$ cat src/rtl/bip_fetch_unit.sv
// bip_fetch_unit: instruction fetch unit for the BIP processor.
//   Holds the PC, issues single reads to a synchronous program memory, and
//   hands each captured instruction to the decoder over a valid/ready handshake.
//   Latency: start in cycle t -> imem_rd in t+1 -> instr_valid in t+3.
//   Throughput: 3 cycles per instruction when instr_ready stays high.
//   Backpressure: instr, pc and instr_valid hold while instr_ready is low.
//   Fetching stops for good once a HALT opcode is accepted; only reset resumes.
// Ports:
//   clk, reset            - clock and synchronous active-high reset
//   start                 - begin fetching from address 0 (honoured only in IDLE)
//   imem_addr, imem_rd    - registered memory read address and one-cycle strobe
//   imem_data             - memory read data, valid the cycle after imem_rd
//   instr, instr_valid    - instruction to the decoder and its valid flag
//   instr_ready           - decoder accepts instr when instr_valid is high
//   pc                    - address of the instruction currently held in instr
//   halted                - HALT accepted, fetch stopped
//   instr_count           - saturating count of accepted instructions
module bip_fetch_unit #(
  parameter int                    len         = 16,
  parameter int                    addr_len    = 11,
  parameter int                    opcode_len  = 5,
  parameter logic [opcode_len-1:0] halt_opcode = '0,
  parameter int                    cnt_len     = 16
) (
  input  logic                clk,
  input  logic                reset,
  input  logic                start,
  output logic [addr_len-1:0] imem_addr,
  output logic                imem_rd,
  input  logic [len-1:0]      imem_data,
  output logic [len-1:0]      instr,
  output logic                instr_valid,
  input  logic                instr_ready,
  output logic [addr_len-1:0] pc,
  output logic                halted,
  output logic [cnt_len-1:0]  instr_count
);

  typedef enum logic [2:0] {
    S_IDLE,
    S_FETCH,
    S_WAIT,
    S_ISSUE,
    S_HALTED
  } state_t;

  state_t state;

  logic [opcode_len-1:0] opcode;
  logic [addr_len-1:0]   pc_next;
  logic [cnt_len-1:0]    count_next;
  logic                  count_full;

  assign opcode     = instr[len-1 -: opcode_len];
  // Wraps modulo 2^addr_len with no indication.
  assign pc_next    = pc + {{(addr_len-1){1'b0}}, 1'b1};
  assign count_full = &instr_count;
  assign count_next = count_full ? instr_count
                                 : instr_count + {{(cnt_len-1){1'b0}}, 1'b1};

  always_ff @(posedge clk) begin
    if (reset) begin
      state       <= S_IDLE;
      pc          <= '0;
      imem_addr   <= '0;
      imem_rd     <= 1'b0;
      instr       <= '0;
      instr_valid <= 1'b0;
      halted      <= 1'b0;
      instr_count <= '0;
    end else begin
      case (state)
        S_IDLE: begin
          // pc is always 0 here, so this launches the read of address 0.
          if (start) begin
            imem_rd   <= 1'b1;
            imem_addr <= pc;
            state     <= S_FETCH;
          end
        end

        S_FETCH: begin
          // The strobe is a single-cycle pulse; data returns next cycle.
          imem_rd <= 1'b0;
          state   <= S_WAIT;
        end

        S_WAIT: begin
          instr       <= imem_data;
          instr_valid <= 1'b1;
          state       <= S_ISSUE;
        end

        S_ISSUE: begin
          if (instr_valid && instr_ready) begin
            instr_count <= count_next;
            instr_valid <= 1'b0;
            if (opcode == halt_opcode) begin
              halted <= 1'b1;
              state  <= S_HALTED;
            end else begin
              // Next read is launched directly from the handshake so the
              // FETCH cycle already shows the new address and strobe.
              pc        <= pc_next;
              imem_addr <= pc_next;
              imem_rd   <= 1'b1;
              state     <= S_FETCH;
            end
          end
        end

        S_HALTED: begin
          imem_rd     <= 1'b0;
          instr_valid <= 1'b0;
          halted      <= 1'b1;
        end

        default: begin
          state       <= S_IDLE;
          imem_rd     <= 1'b0;
          instr_valid <= 1'b0;
        end
      endcase
    end
  end

endmodule
$ cat config.mk
export PLATFORM = sky130hd
export DESIGN_NAME = bip_fetch_unit
export DESIGN_NICKNAME = d
export VERILOG_FILES = /design/src/rtl/bip_fetch_unit.sv
export SDC_FILE = /design/constraint.sdc
export NUM_CORES = 1
export LEC_CHECK = 0
export CELL_PAD_IN_SITES_DETAIL_PLACEMENT = 0
export CELL_PAD_IN_SITES_GLOBAL_PLACEMENT = 1
export CORE_ASPECT_RATIO = 2
export CORE_MARGIN = 2
export CORE_UTILIZATION = 35
export DETAILED_ROUTE_END_ITERATION = 16
export PLACE_DENSITY_LB_ADDON = 0.1
export SYNTH_ARGS = -nofsm -noshare
export SYNTH_HDL_FRONTEND = slang
export SYNTH_SLANG_ARGS = --single-unit
$ cat constraint.sdc
create_clock -name clk -period 2.15 [get_ports clk]
set_clock_uncertainty 0.15 [all_clocks]
set_input_delay 0.43 -clock clk [delete_from_list [all_inputs] [get_ports clk]]
set_output_delay 0.43 -clock clk [all_outputs]
set_load 0.005 [all_outputs]
==> key figures <==
Yosys
  – #FFs+latches synth: 60
  – Dominant synthesized flop cell: dfxtp_1
  – Cell count after synthesis: 337
  – Mapped Area: between 2000 and 3000 um^2
  – Yosys cell types: between 40 and 50
  – Async S/R FF share, synth: 0%
  – Sequential fraction of the synthesis area: 42.4%
  – Synth warn: 0
  – Syn_nets: 359
  – Syn avg cell area: 8.40 um^2
  – Post-synth EDFFs: 0

Final layout
  – Share of cells above drive strength 1: between 10% and 20%
  – Layout Nets: 453
  – Area grow syn2layout: 46.3%
  – Highest-count cells in the layout ignoring fill and taps: 75 x clkdlybuf4s50_1, 60 x dfxtp_1, 50 x nand2_1
  – Commonest non-fill, non-tap cell in the layout: clkdlybuf4s50_1
  – Post-Layout Cell Count: about 530
  – ANT cells: 0
  – Final Instance Area: 4140 um^2

Place
  – Port Buffers: 76
  – DP HPWL: ~6000 um
  – DP Cell Count: 516
  – Placer Congestion: around 0.84
  – Area after DPL: between 3000 and 4000 um^2

Setup path
  – CP startpoint kind: primary input
  – CP Launch Point: instr_ready
  – Crit path kind: in -> reg
  – R2r startpoint: instr[11]
  – CP required: 2.21 ns
  – RR Endpoint: pc[3]
  – R2R Setup Slk: 0.18 ns
  – Crit path max fanout: 5
  – Crit path to: instr_count[11]
  – Arrival @ worst endpoint: 2.06 ns
  – Crit path capture type: flip-flop
  – Reg2Reg Depth: 6

Route
  – DR iter-0 viols: 69
  – ANT nets after route: 0
  – Via count: 2,819
  – 1st-pass router iterations: 4
  – Via density: 5.30
  – WL final: roughly 8000 um
  – DRC: 0
  – WL/cell: 15.1 um

Floorplanning
  – Die Height: 131 um
  – Core area: between 7000 and 8000 um^2
  – Row count: 46
  – I/O pin cnt: slightly below 80
  – Die Wd: around 68 um
  – Starting density of the core: 35.9%
  – Area of the die: 8870 um^2

Power
  – Total power: 0.00288 W
  – Total power per unit cell area: approximately 700 nW/um^2
  – P_leak: 1.42 nW
  – Peak supply drop: 0.676 mV

Timing
  – Achievable Freq: 501 MHz
  – Pins Over Slew Limit: 0
  – Finish-stage setup viols: 0
  – Min Hold Slack: 0.303 ns
  – Period minus WS final: approximately 2.0 ns
  – Slew margin rel.: 62.6%
  – Setup TNS: 0 ns
  – Final Hold Vio Count: 0
  – Tcrit/Tclk final: between 90% and 100%
  – RSZ-0062 raised after global routing: false
  – Worst-margin pin slew: 0.561 ns

Clocking
  – CTS tree: done
  – Hold_buf cts: 0
  – Clk buf depth: 2
  – TritonCTS Buffers: 9
  – Post-CTS Setup Repair Bufs: 0
  – Clock Tree Root: clkbuf_16
  – Clk sinks: 60
  – Latest clock arrival within the worst-skew pair: 0.32 ns
  – H-tree depth: 3
  – Clock-pin slew on the worst setup and hold paths: 0.05 ns

Run
  – Max-cap violations: 0

Global routing
  – Grt total ovfl: 0
  – Largest net degree at the start of global routing: 31
  – All-Layer GR Usage: 19.8%
  – First-pass GRT wire length: about 13,000 um
  – Initial antenna violation count: 0
  – Vias in the first global route: 2,797

Min path
  – Hold depth: 2
  – Worst hold path class: reg -> reg

Status
  – Status: complete, no violations
==> synth_stat cells, types with 3 or more instances <==
cell type | n | area, um^2
inv_1 | 8 | 30.0
nor4_1 | 10 | 62.6
or3_1 | 6 | 37.5
nand3_1 | 9 | 45.0
dfxtp_1 | 60 | 1200
nor2b_1 | 6 | 37.5
o31ai_1 | 12 | 90.1
nand2_1 | 50 | 188
a211oi_1 | 4 | 30.0
o21ai_0 | 8 | 40.0
a211oi_2 | 5 | 62.6
nand4_1 | 9 | 56.3
nor3_1 | 12 | 60.1
clkbuf_1 | 14 | 52.6
buf_2 | 6 | 30.0
xnor2_1 | 9 | 78.8
nor2_1 | 18 | 67.6
a21oi_1 | 37 | 185
o41ai_1 | 3 | 26.3
or4_1 | 8 | 60.1
and3_1 | 4 | 25.0
mux2_2 | 6 | 67.6
==> where the power goes <==
group / switching, W / internal (W) / total (W) / leakage (nW)
clock network: 0.000475 / 0.000873 / 0.00135 / 0.140
registers: 0.0000317 / 0.00116 / 0.00119 / 0.487
logic: 0.000155 / 0.000185 / 0.000340 / 0.796
total: 0.000662 / 0.00222 / 0.00288 / 1.42
==> timing repair <==
| item | CTS | global route |
|---|---|---|
| gates resized for setup | 0 | 1 |
| endpoints found under the setup margin | 0 | 1 |
| hold endpoints to repair | 0 | 0 |
==> state kept, by name, summed over array words and instances (netlist names) <==
name and flops:
instr 16, instr_count 16, imem_addr 11, pc 11, state 3, halted 1
imem_rd 1, instr_valid 1
==> stage by stage <==
step	util (%)	worst slack [ns]
finish	52.5	0.153
global route	52.5	0.00458
CTS	52.5	0.139
detailed placement	49.0	-0.201
global placement	49.0	-0.191
floorplan	-	0.196
==> worst max-delay path, stage by stage <==
cell and delay (ns):
clkdlybuf4s50_1 0.47, and2_1 0.23, nand4_1 0.12, buf_4 0.18
nor4b_1 0.26, mux2_2 0.36
==> worst min path at each step <==
stage	start	to
after CTS	instr[3]	instr[3]
final	instr[3]	instr[3]
after detailed placement	instr[3]	instr[3]
after global placement	halted	halted
after floorplan	halted	halted
after global routing	instr[7]	instr[7]
==> layer usage <==
| metal | up-vias | track usage, % | part of all wire, % |
|---|---|---|---|
| li1 | 1421 | - | - |
| met2 | 71 | 35.8 | 55 |
| met5 | - | 0 | 0 |
| met4 | 0 | 8.50 | 2.5 |
| met3 | 13 | 4.71 | 4.3 |
| met1 | 1314 | 20.3 | 38 |
==> final cells by class <==
type,instances,area (um^2)
clock buffers,15,278
flip-flops and latches,60,1200
inverters,8,30.0
clock inverters,1,5.00
well taps,96,120
multi-input cells,246,1500
fillers,776,3740
repair buffers,106,1010
==> logic make-up after synthesis <==
kind of cell / after synthesis / synth area share, %
DFF: 60 / 42.4
AOI/OAI and AO/OA: 81 / 19.4
adders and majority gates: 2 / 0.884
buffers and inverters: 31 / 4.90
muxes: 7 / 2.74
and+or+nand+nor: 145 / 26.3
xor gates and xnor gates: 11 / 3.40
No activity file was read; power rests on OpenSTA's default activity.
